`config.mk`:
```
export PLATFORM = sky130hd
export DESIGN_NAME = if_fetch
export DESIGN_NICKNAME = d
export VERILOG_FILES = /design/src/rtl/if_fetch.sv
export SDC_FILE = /design/constraint.sdc
export NUM_CORES = 1
export LEC_CHECK = 0
export CAP_MARGIN = 30
export CORE_ASPECT_RATIO = 1.2
export CORE_UTILIZATION = 28
export DETAILED_ROUTE_END_ITERATION = 8
export MAX_ROUTING_LAYER = met4
export PLACE_DENSITY_LB_ADDON = 0.12
export SYNTH_ARGS = -nofsm -noshare
export SYNTH_HDL_FRONTEND = slang
export SYNTH_SLANG_ARGS = --single-unit
```
`constraint.sdc`:
```
create_clock -name clk_i -period 4.2 [get_ports clk_i]
set_input_delay 0.84 -clock clk_i [delete_from_list [all_inputs] [get_ports clk_i]]
set_output_delay 0.84 -clock clk_i [all_outputs]
set_load 0.01 [all_outputs]
```
`src/rtl/if_fetch.sv`:
```
// if_fetch: instruction-fetch stage.
//   Drives the external PC register (pc_en_o/pc_next_o), fetches one word per
//   request from instruction memory and holds it for decode. A redirect from
//   execute squashes any wrong-path fetch in flight.
//   Optional misaligned-fetch trap: define IF_FETCH_ALIGN_CHK_EN.
//
// Handshakes (strict valid/ready):
//   imem  : imem_req_o stays high with imem_addr_o stable until the cycle
//           imem_ack_i=1, and imem_rdata_i is taken in that same cycle.
//           Reset may drop imem_req_o without an ack.
//   decode: if_valid_o with if_instr_o/if_pc_o/if_fault_o held stable until a
//           cycle with if_ready_i=1 (transfer). A fault entry stays valid
//           until a redirect, whatever if_ready_i does.
module if_fetch #(
   parameter int unsigned INSTR_BYTES = 4
) (
   input  logic        clk_i,
   input  logic        rst_n_i,
   input  logic [31:0] pc_i,
   output logic        pc_en_o,
   output logic [31:0] pc_next_o,
   input  logic        br_taken_i,
   input  logic [31:0] br_target_i,
   output logic        imem_req_o,
   output logic [31:0] imem_addr_o,
   input  logic        imem_ack_i,
   input  logic [31:0] imem_rdata_i,
   output logic        if_valid_o,
   input  logic        if_ready_i,
   output logic [31:0] if_instr_o,
   output logic [31:0] if_pc_o,
   output logic        if_fault_o,
   output logic [1:0]  dbg_state_o
);

   typedef enum logic [1:0] {
      S_ISSUE = 2'd0,
      S_WAIT  = 2'd1,
      S_HOLD  = 2'd2
`ifdef IF_FETCH_ALIGN_CHK_EN
      , S_FAULT = 2'd3
`endif
   } state_t;

   state_t      state_q, state_d;
   logic [31:0] addr_q,  addr_d;
   logic        kill_q,  kill_d;
   logic        valid_q, valid_d;
   logic [31:0] instr_q, instr_d;
   logic [31:0] ifpc_q,  ifpc_d;

`ifdef IF_FETCH_ALIGN_CHK_EN
   logic        fault_q, fault_d;
   logic        misaligned;

   // A word fetch needs a 4-byte aligned address.
   assign misaligned = (pc_i[1:0] != 2'b00);
`endif

   // State and output registers.
   always_ff @(posedge clk_i or negedge rst_n_i) begin
      if (!rst_n_i) begin
         state_q <= S_ISSUE;
         addr_q  <= '0;
         kill_q  <= 1'b0;
         valid_q <= 1'b0;
         instr_q <= '0;
         ifpc_q  <= '0;
`ifdef IF_FETCH_ALIGN_CHK_EN
         fault_q <= 1'b0;
`endif
      end else begin
         state_q <= state_d;
         addr_q  <= addr_d;
         kill_q  <= kill_d;
         valid_q <= valid_d;
         instr_q <= instr_d;
         ifpc_q  <= ifpc_d;
`ifdef IF_FETCH_ALIGN_CHK_EN
         fault_q <= fault_d;
`endif
      end
   end

   // Next-state and PC update; a redirect always wins over the sequential step.
   always_comb begin
      state_d   = state_q;
      addr_d    = addr_q;
      kill_d    = kill_q;
      valid_d   = valid_q;
      instr_d   = instr_q;
      ifpc_d    = ifpc_q;
`ifdef IF_FETCH_ALIGN_CHK_EN
      fault_d   = fault_q;
`endif
      pc_en_o   = 1'b0;
      pc_next_o = '0;

      case (state_q)
         S_ISSUE: begin
            if (br_taken_i) begin
               // The PC changes at this edge, so it is not latched yet.
               pc_en_o   = 1'b1;
               pc_next_o = br_target_i;
            end
`ifdef IF_FETCH_ALIGN_CHK_EN
            else if (misaligned) begin
               state_d = S_FAULT;
               valid_d = 1'b1;
               fault_d = 1'b1;
               instr_d = '0;
               ifpc_d  = pc_i;
            end
`endif
            else begin
               addr_d  = pc_i;
               state_d = S_WAIT;
            end
         end

         S_WAIT: begin
            if (imem_ack_i) begin
               if (kill_q || br_taken_i) begin
                  // Wrong-path data: drop it and refetch from the new PC.
                  kill_d  = 1'b0;
                  state_d = S_ISSUE;
                  if (br_taken_i) begin
                     pc_en_o   = 1'b1;
                     pc_next_o = br_target_i;
                  end
               end else begin
                  instr_d   = imem_rdata_i;
                  ifpc_d    = addr_q;
                  valid_d   = 1'b1;
                  pc_en_o   = 1'b1;
                  pc_next_o = addr_q + 32'(INSTR_BYTES);
                  state_d   = S_HOLD;
               end
            end else if (br_taken_i) begin
               // Request must stay stable, so remember to discard its data.
               pc_en_o   = 1'b1;
               pc_next_o = br_target_i;
               kill_d    = 1'b1;
            end
         end

         S_HOLD: begin
            if (br_taken_i) begin
               pc_en_o   = 1'b1;
               pc_next_o = br_target_i;
               valid_d   = 1'b0;
               state_d   = S_ISSUE;
            end
`ifdef IF_FETCH_ALIGN_CHK_EN
            else if (if_ready_i && misaligned) begin
               state_d = S_FAULT;
               valid_d = 1'b1;
               fault_d = 1'b1;
               instr_d = '0;
               ifpc_d  = pc_i;
            end
`endif
            else if (if_ready_i) begin
               // The PC already advanced when the data came back.
               addr_d  = pc_i;
               valid_d = 1'b0;
               state_d = S_WAIT;
            end
         end

`ifdef IF_FETCH_ALIGN_CHK_EN
         S_FAULT: begin
            if (br_taken_i) begin
               pc_en_o   = 1'b1;
               pc_next_o = br_target_i;
               valid_d   = 1'b0;
               fault_d   = 1'b0;
               state_d   = S_ISSUE;
            end
         end
`endif

         default: begin
            state_d = S_ISSUE;
         end
      endcase
   end

   assign imem_req_o  = (state_q == S_WAIT);
   assign imem_addr_o = addr_q;
   assign if_valid_o  = valid_q;
   assign if_instr_o  = instr_q;
   assign if_pc_o     = ifpc_q;
   assign dbg_state_o = state_q;
`ifdef IF_FETCH_ALIGN_CHK_EN
   assign if_fault_o  = fault_q;
`else
   assign if_fault_o  = 1'b0;
`endif

endmodule

```
# == Word-level counts from Yosys, hierarchy flattened ==
# Cells that the tools add are included.
# word_totals
ff_bits,100
out_inout_bits,134
word_cells,54
# classes
n_addsub,1
eq_ne,9
mux,26
bitwise_logic,1
n_reduce_logical,11
# op_table
operator,count
$mux 32,6
$pmux 32 s2,2
$add 32x3->32 const B,1
$mux 1,10
$mux 2,5
$reduce_and 3->1,3
$ne 2x2->1 const B,4
$reduce_and 4->1,2
$pmux 2 s3,1
$reduce_bool 2->1,3
$ne 2x1->1 const B,2
$pmux 1 s2,2
$ne 3x3->1 const B,1
$eq 2x1->1 const B,1
$eq 2x2->1 const B,1
$logic_not 2->1,1
$reduce_or 2->1,1
$logic_or 1x1->1,1
$not 1->1,1

# == Logic depth before layout (Yosys ltp) ==
# Gate-level depths: netlist of run 1.
# depth
depth_word,4
depth_mapped,10
mapped_depth_nobuf,5

# == Least setup slack after synthesis of run 1 ==
# Ideal clock, no wire load.
# synth_timing
kind,in2out
startpoint,input imem_ack_i
endpoint,output pc_next_o[26]
arrival_ns,2.268
setup_slack_ns,1.092
path_stages,7
path_cell_list,nand4bb_1 buf_2 or2_2 buf_2 buf_2 or4b_1 nand3_1
# synth_between
elab_chain_cells,2
# synth_rtl
item,line_no,rtl
"start, declared",26,"input logic imem_ack_i,"
$mux 32,122,if (imem_ack_i) begin
$pmux 32 s2,99,case (state_q)
"end, declared",21,"output logic [31:0] pc_next_o,"
# No other way between the ends.

# == Final worst setup path of run 1 ==
# layout_timing
startpoint,input imem_ack_i
endpoint,output pc_next_o[27]
# Same word-level chain as after synthesis.

==> flow_metrics.py, run 1 <==
metrics = {
    "outcome": {
        "status": "finished, final reports clean",
    },
    "finish": {
        "post-route-util_pct": 46.1,
        "areaGrowthSynthToFinish_pct": 61.0,
        "drive_gt1_share_pct": 8.69,
        "fill_cells": 1645,
        "final_area_sq_um": 7770,
        "nets": 869,
        "seq_area_sq_um": 2500,
        "multi_input_area_sq_um": 2170,
    },
    "sta": {
        "layout_min_cycle_time_ps": 4070,
        "finalSetupViolations": 0,
        "layout_setup_ws_ps": 130,
        "fmax_mhz": 246,
        "period_share_pct": 96.9,
        "slew_headroom_pct": 46.7,
        "grt_setup_unrepaired": "false",
        "finalSetupTns_ps": 0,
        "finalHoldViolations": 0,
        "worstMarginPinSlew_ps": 797,
        "fin_skew_ps": 4.34,
        "finalMaxSlewViolations": 0,
    },
    "worst_setup_path": {
        "crit_path_frequent_cell": "clkdlybuf4s50_1",
        "rr_startpoint": "dbg_state_o[1]",
        "cp-end-kind": "output pin",
        "max_stage_delay_ps": 550,
        "critPathArrivalTime_ps": 3230,
        "cp_cell_sequence": "clkdlybuf4s50_1 > nand4bb_1 > or2_4 > buf_4 > a311o_1 > nand3_1 > clkdlybuf4s50_1",
        "crit_slowest_cell": "clkdlybuf4s50_1",
        "path_delay_family": "buffers and inverters",
        "cp-startpoint": "imem_ack_i",
        "start_kind": "input pin",
        "path_buf_inv": 3,
        "crit_fanout": 46,
        "critPathKind": "in -> out",
        "cp.required_ps": 3360,
    },
    "clock_tree": {
        "cts_tree": "built",
        "cts-htree-levels": 3,
        "cts_setup_buffers": 0,
        "cts_hold_buf": 0,
        "post_cts_resized": 0,
        "cts_buffer_depth": 2,
        "cts_sinks": 100,
        "cts_made_buffers": 9,
        "root_buffer": "clkbuf_16",
        "clk_latency_ps": 340,
        "cts.clk_slew.worst_paths_ps": 70,
    },
    "synth": {
        "synth_top_area_share_pct": 51.9,
        "synthDistinctLibCells": 40,
        "synth_area_per_cell_sq_um": 8.87,
        "synth_edf_count": 0,
        "synth_area_sq_um": 4820,
        "synthTopCellsByArea": "dfrtp_1 52%, nand2_1 18%, mux2_2 6.8%, nand3_1 2.9%, clkbuf_1 2.0%",
        "synth_most_common_cell": "nand2_1",
        "syn-num-nets": 647,
        "synthArstFlopShare_pct": 100,
        "ys.flop_type": "dfrtp_1",
        "syn_inst": 544,
        "yosysWarnings": 0,
        "synth_top_cell_by_area": "dfrtp_1",
        "seq_area_frac_synth_pct": 51.9,
        "synth_common_cells": "232 x nand2_1, 100 x dfrtp_1, 29 x mux2_2",
        "yosys_register_bits": 100,
    },
    "route": {
        "dr_wl_met2_microns": 7720,
        "routed-wl-met3_microns": 1090,
        "drcViolationCount": 0,
        "via_per_inst": 4.74,
        "maxUsedRoutingLayer": "met4",
        "wl_met1_microns": 7330,
        "routed_wl_microns": 16400,
        "routedWlPerCell_microns": 16.6,
        "drt-initial-drc-count": 179,
        "dr_total_vias": 4685,
        "ant_nets": 0,
        "drt_pre_antenna_iters": 4,
    },
    "min_path": {
        "hold_path_class": "reg -> reg",
        "hp-start": "if_pc_o[14]",
    },
    "placement": {
        "dpl_cell_area_sq_um": 7440,
        "pre_cts_slack_ps": 125,
        "routabilityCongestion": 0.775,
        "portBuffers": 233,
        "hpwl_microns": 12000,
    },
    "floorplanning": {
        "core_area_sq_um": 16900,
        "dieArea_sq_um": 17800,
        "die_h_microns": 146,
        "rows": 52,
        "start_util_pct": 28.6,
        "die_w_microns": 122,
        "boundaryPins": 235,
    },
    "power": {
        "power_per_cell_area_nw_per_um2": 581,
        "p_leak_nw": 3.37,
        "total_power_w": 0.00451,
        "irDropWorstVdd_mv": 0.233,
    },
    "global_routing": {
        "grt_overflow": 0,
        "grt_max_degree": 56,
        "grt_pass1_wl_microns": 25900,
        "grt_pass1_vias": 4769,
        "antenna_found_initial": 1,
        "grt_usage_pct": 19.6,
    },
    "job": {
        "drv_cap": 0,
    },
}
-- state kept, by name, indices dropped and copies added, names as in the netlist --
signal / count
if_pc_o: 32
kill_q: 1
if_instr_o: 32
imem_addr_o: 32
if_valid_o: 1
dbg_state_o: 2
-- cells in the final DEF, fill, tap and decap left out, types with 2 or more instances in the layout --
master / netlist / routed
inv_1: 7 / 7
or4_1: 12 / 12
dfrtp_1: 100 / 100
nor4_1: 2 / 2
o21ai_0: 18 / 18
clkinv_2: 0 / 2
or3_1: 2 / 2
or4b_1: 6 / 6
clkbuf_16: 0 / 9
clkinv_4: 0 / 2
nand2_1: 232 / 232
xor2_1: 8 / 8
clkdlybuf4s50_1: 0 / 232
mux2_2: 29 / 29
nor3_1: 7 / 7
and2_1: 2 / 2
o311ai_0: 6 / 6
and3_1: 2 / 2
nor2_1: 4 / 3
a21oi_1: 4 / 4
buf_12: 0 / 3
buf_4: 1 / 12
ha_1: 2 / 2
xnor2_1: 3 / 3
o211ai_1: 10 / 10
nand4_1: 8 / 8
nand3_1: 28 / 28
bufinv_16: 0 / 2
and4_1: 2 / 2
-- routing by layer --
metal	vias to the layer above	track usage, %
met1	2220	25.2
li1	2270	-
met5	-	-
met3	19	3.41
met2	176	30.7
met4	0	7.22
-- cells by family (layout without fill, tap and decap cells) --
logic type,Yosys count,after routing,synth area share (%)
buf+inv,43,270,3.79
xor+xnor,11,11,2.00
mux,29,29,6.77
fa+ha+maj,2,2,0.519
flops,100,100,51.9
other cells,1,2,0.0777
simple gates,313,313,28.7
compound gates,45,45,6.23
-- final timing paths --
kind / depth (start not counted) / end / slack, ps
max: 7 / pc_next_o[27] / 130
max reg2reg: 3 / imem_addr_o[15] / 2200
min in group asynchronous: 1 / if_pc_o[29] / 540
max in group asynchronous: 2 / imem_addr_o[20] / 2910
min: 2 / if_pc_o[14] / 470
min reg2reg: 2 / if_pc_o[14] / 470
-- area by class of cell --
type | instances | share of cell area [%]
diodes | 1 | 0.0322
clock buffers | 10 | 3.08
clock inverters | 6 | 1.13
inverters | 7 | 0.338
multi-input cells | 401 | 27.9
flip-flops and latches | 100 | 32.2
well taps | 216 | 3.48
repair buffers | 247 | 31.8
-- through the flow --
stage               hold WS (ps)  instances
floorplan                    505        544
global placement             457        971
detailed placement           462        971
CTS                          479        987
global route                 490        988
finish                       472        988
-- worst register-to-register path, stage by stage, from the launching register on --
cell and delay, ps:
dfrtp_1 490, a211oi_4 740, buf_12 290, mux2_2 370
-- power by group --
group          leakage, nW  total, W  internal, W  switching, W
sequential            1.22   0.00173      0.00136      0.000372
clock                0.162  0.000912     0.000539      0.000373
combinational         1.99   0.00187      0.00107      0.000799
total                 3.37   0.00451      0.00297       0.00154
No activity file was read; power rests on OpenSTA's default activity.
==> inputs of run 2 (changes only) <==
--- a/config.mk
+++ b/config.mk
@@ -5,7 +5,7 @@
 export SDC_FILE = /design/constraint.sdc
 export NUM_CORES = 1
 export LEC_CHECK = 0
-export CAP_MARGIN = 30
+export CAP_MARGIN = 15
 export CORE_ASPECT_RATIO = 1.2
 export CORE_UTILIZATION = 28
 export DETAILED_ROUTE_END_ITERATION = 8
==> results of run 2 <==
The final DEF is identical to that of run 1; final timing and power are the same.
==> patch 1 (settings of run 2) <==
`addr_q` and `instr_q` no longer have a reset.
--- a/src/rtl/if_fetch.sv
+++ b/src/rtl/if_fetch.sv
@@ -63,6 +63,4 @@
          state_q <= S_ISSUE;
-         addr_q  <= '0;
          kill_q  <= 1'b0;
          valid_q <= 1'b0;
-         instr_q <= '0;
          ifpc_q  <= '0;
@@ -73,6 +71,4 @@
          state_q <= state_d;
-         addr_q  <= addr_d;
          kill_q  <= kill_d;
          valid_q <= valid_d;
-         instr_q <= instr_d;
          ifpc_q  <= ifpc_d;
@@ -82,2 +78,7 @@
       end
+   end
+
+   always_ff @(posedge clk_i) begin
+      addr_q  <= addr_d;
+      instr_q <= instr_d;
    end
Check against the original RTL: not equivalent (a bounded check fails within 4 cycles, from zero or initial values and one cycle with rst_n_i low).
==> patch 1 against run 2 <==
- total power is 28% lower
- setup slack better by 90 ps
- synthesized area is 9.2% lower
- cell count is 15% lower
- cell area is 6.5% lower
- wire length is 9.6% lower
- sequential cell count stayed put
- die area is 9.1% lower
==> patch 1: results (changes against run 2) <==
Metal3 WL - 1050 um (-3.3%)
Filler instances - 1454 (-12%)
ANT cells - 0 (-1)
Final RePlAce weighted congestion - 0.812 (+4.8%)
Avg WL per Cell - 17.6 um (+5.9%)
Via count - 4045 (-14%)
Max Clock Skew - 8.36 ps (+4.02 ps)
M3 GR Usage - 4.20% (+0.79 points)
Initial antenna violation count - 0 (-1)
Finished Layout Cells - 844 (-15%)
Leak - 2.75 nW (-19%)
Layout cell share with drive strength beyond 1 - 5.63% (-3.1 points)
DP Cell Count - 828 (-15%)
Seq/Total Area, Yosys - 64.5% (+13 points)
Met2 Use GR - 32.0% (+1.3 points)
Slew @ Worst Pin - 922 ps (+125 ps)
Post-synth ARST share - 36.0% (-64 points)
Detailed placer's ending HPWL - 11000 um (-8.3%)
DRT iter0 DRCs - 276 (+54%)
Routed wl met2 - 7450 um (-3.5%)
Total GRT Usage - 19.2% (-0.42 points)
Post-Syn Nets - 504 (-22%)
Commonest cells post-synth - nand2_1, edfxtp_1, dfrtp_1, o211ai_1
Synth unique cells - 41 (+2.5%)
Final net count - 738 (-15%)
Highest routed layer - met4
Synth Area in Compound Gates - 6.37% (+0.15 points)
Met1 WL - 6140 um (-16%)
Largest net degree at the start of global routing - 37 (-34%)
Met1 Usage GRT - 22.7% (-2.5 points)
Synth top area cells - edfxtp_1, dfrtp_1, nand2_1, o211ai_1, or4_1
Synth Area in Adders - 0.572% (+0.053 points)
EDFF count, synth - 64 (+64)
Mapped Cells - 401 (-26%)
Post-Synth XOR/XNOR Area - 2.20% (+0.20 points)
YS warnings - 0 (unchanged)
Worst EP arrival - 3140 ps (-90 ps)
Vias in the first global route - 4138 (-13%)
Multiplexer share of the synthesized area - 0% (-6.8 points)
Post-CTS Resized - 0 (unchanged)
First-pass GRT wire length - 22600 um (-13%)
Peak VDD IR - 0.224 mV (-3.7%)
Status - completed
Crit-path max FO - 33 (-28%)
Hold WC Path Type - register to register
H-Tree Depth - 3 (unchanged)
-- patch 1: cell types whose count changed after synthesis, sizes merged, moves of 11 or more --
cell	run 2	this run
nand2	232	131
dfrtp	100	36
edfxtp	0	64
mux2	29	0
nand3	28	15
clkbuf	26	15
-- patch 1: final cells by class --
| class | count | area share, % |
|---|---|---|
| well taps | 204 | 3.52 |
| clock inverters | 6 | 0.552 |
| inverters | 6 | 0.310 |
| multi-input cells | 272 | 20.0 |
| clock buffers | 10 | 3.29 |
| repair buffers | 246 | 33.4 |
| flip-flops and latches | 100 | 38.9 |
-- patch 1: worst max-delay path, cell delays in order --
cell and delay [ps]:
clkdlybuf4s50_1 530, nand3b_1 110, or2_4 420, inv_2 140, buf_4 220, nand2_1 100
o211ai_1 190, clkdlybuf4s50_1 580
-- patch 1: metrics by stage --
stage	instance area [um2]	power (mW)	util, %	setup WS (ps)
2_1_floorplan	4380	1.78	-	350
3_3_place_gp	6980	2.49	46.1	227
3_5_place_dp	6980	2.50	46.1	212
4_1_cts	7260	3.29	47.9	218
5_1_grt	7260	3.43	47.9	65.6
6_report	7260	3.25	47.9	220
-- patch 1: final timing paths --
| kind | slack (ps) | startpoint | endpoint | cells past startpoint |
|---|---|---|---|---|
| max | 220 | imem_ack_i | pc_next_o[14] | 8 |
| min | 470 | if_pc_o[18] | if_pc_o[18] | 2 |
| max reg2reg | 2170 | dbg_state_o[1] | if_instr_o[19] | 4 |
| min reg2reg | 470 | if_pc_o[18] | if_pc_o[18] | 2 |
| max in group asynchronous | 2990 | rst_n_i | if_pc_o[29] | 1 |
| min in group asynchronous | 630 | rst_n_i | dbg_state_o[1] | 1 |
-- patch 1: where the power goes --
group          internal [mW]  switching (mW)  total, mW
registers               1.28           0.157       1.43
logic                  0.580           0.456       1.04
clock network          0.416           0.366      0.782
==> patch 2 (flow settings as in run 2) <==
Without the edit above. Add a define of `IF_FETCH_ALIGN_CHK_EN`.
--- a/src/rtl/if_fetch.sv
+++ b/src/rtl/if_fetch.sv
@@ -13,2 +13,4 @@
 //           until a redirect, whatever if_ready_i does.
+`define IF_FETCH_ALIGN_CHK_EN
+
 module if_fetch #(
Check against the original RTL: not equivalent (Yosys sat finds a counterexample within 4 cycles, from zero or initial values and one cycle with rst_n_i low).
==> patch 2 against run 2 <==
- setup slack better by 120 ps
- wire length up 8.1%
- critical endpoint is now pc_next_o[31]
- synthesized area increased by 13%
- total power up 20%
- largest cell class is now multi-input combinational cells
- count of clock-buffer cells in the layout did not move
- cell area is 8.5% higher
- clock skew is 3.9 ps higher
- combinational power increased by 41%
- critical path type unchanged
- sequential cell count is 1 higher
- sequential share of layout area fell by 2.2 points
==> patch 2: results (changes against run 2) <==
Post-Syn Nets - 612 (-5.4%)
Post-DP Area - 8070 um2 (+8.4%)
Seq area share - 30.0% (-2.2 points)
Setup ws final - 254 ps (+125 ps)
Max Clock Skew - 8.19 ps (+3.86 ps)
Multi-input gates - 340 (-15%)
Min-delay src - if_valid_o
PortBufs - 234 (+0.43%)
Synth top area cells - dfrtp_1, mux2_2, mux2i_1, nand2_1, inv_1
Peak VDD IR - 0.262 mV (+13%)
Filler instances - 1798 (+9.3%)
Detailed placer's ending HPWL - 12600 um (+5.1%)
Vias in the first global route - 5043 (+5.7%)
Min-Delay Path Depth - 1 (-1)
Met2 Use GR - 31.3% (+0.61 points)
Hold path endpoint - if_valid_o
Crit-path max FO - 8 (-83%)
Commonest cells post-synth - dfrtp_1, mux2_2, nand2_1, inv_1, mux2i_1
Worst EP arrival - 3110 ps (-120 ps)
Fraction of standard cell area in multi-input logic - 31.6% (+3.7 points)
R2r setup slk - 1950 ps (-250 ps)
DP Cell Count - 978 (+0.72%)
Slew @ Worst Pin - 960 ps (+163 ps)
Multiplexer share of the synthesized area - 25.3% (+19 points)
Met1 Usage GRT - 21.3% (-3.9 points)
Finished Layout Cells - 996 (+0.81%)
Final net count - 837 (-3.7%)
Synth unique cells - 47 (+18%)
Post-Synth XOR/XNOR Area - 1.77% (-0.23 points)
Final RePlAce weighted congestion - 0.816 (+5.3%)
Layout cell share with drive strength beyond 1 - 18.2% (+9.6 points)
Status - completed
Worst hold margin - 487 ps (+15.2 ps)
Total GRT Usage - 18.8% (-0.85 points)
Non-clock inverters - 34 (+27)
Synth Area in Compound Gates - 6.44% (+0.21 points)
Via count - 4739 (+1.2%)
R2R cell count - 4 (+1)
Synth Area in Adders - 0.230% (-0.29 points)
Design Area, Final - 8430 um2 (+8.5%)
First-pass GRT wire length - 27800 um (+7.1%)
Area Growth Syn to Fin - 54.8%
## patch 2: cell count changes in the layout (fill, tap and decap cells not counted), moves of 3 or more
cell and change:
or2_2 +4, o21ai_0 -3, buf_4 +3, inv_1 +27
mux2i_1 +32, or4_1 -4, a221o_1 +3, nand4_1 +5
buf_12 -3, nor2_1 +3, mux2_2 +65, nand3_1 -12
nand2_1 -162
## patch 2: layer usage
metal,vias up,wire [um]
met5,-,0
met4,0,360
met2,196,8550
li1,2257,-
met1,2265,7360
met3,21,1470
## patch 2: critical path, cell delays in order
cell and delay (ps):
clkdlybuf4s50_1 530, nand4bb_1 140, buf_4 200, nor4_1 280, or4b_1 460, o211ai_1 90
clkdlybuf4s50_1 570
## patch 2: power breakdown
part,total [mW],internal (mW),leakage [nW],switching (mW)
clock,0.919,0.529,0.151,0.389
combinational,2.64,1.55,1.96,1.09
sequential,1.86,1.39,1.26,0.466
total,5.41,3.47,3.37,1.95
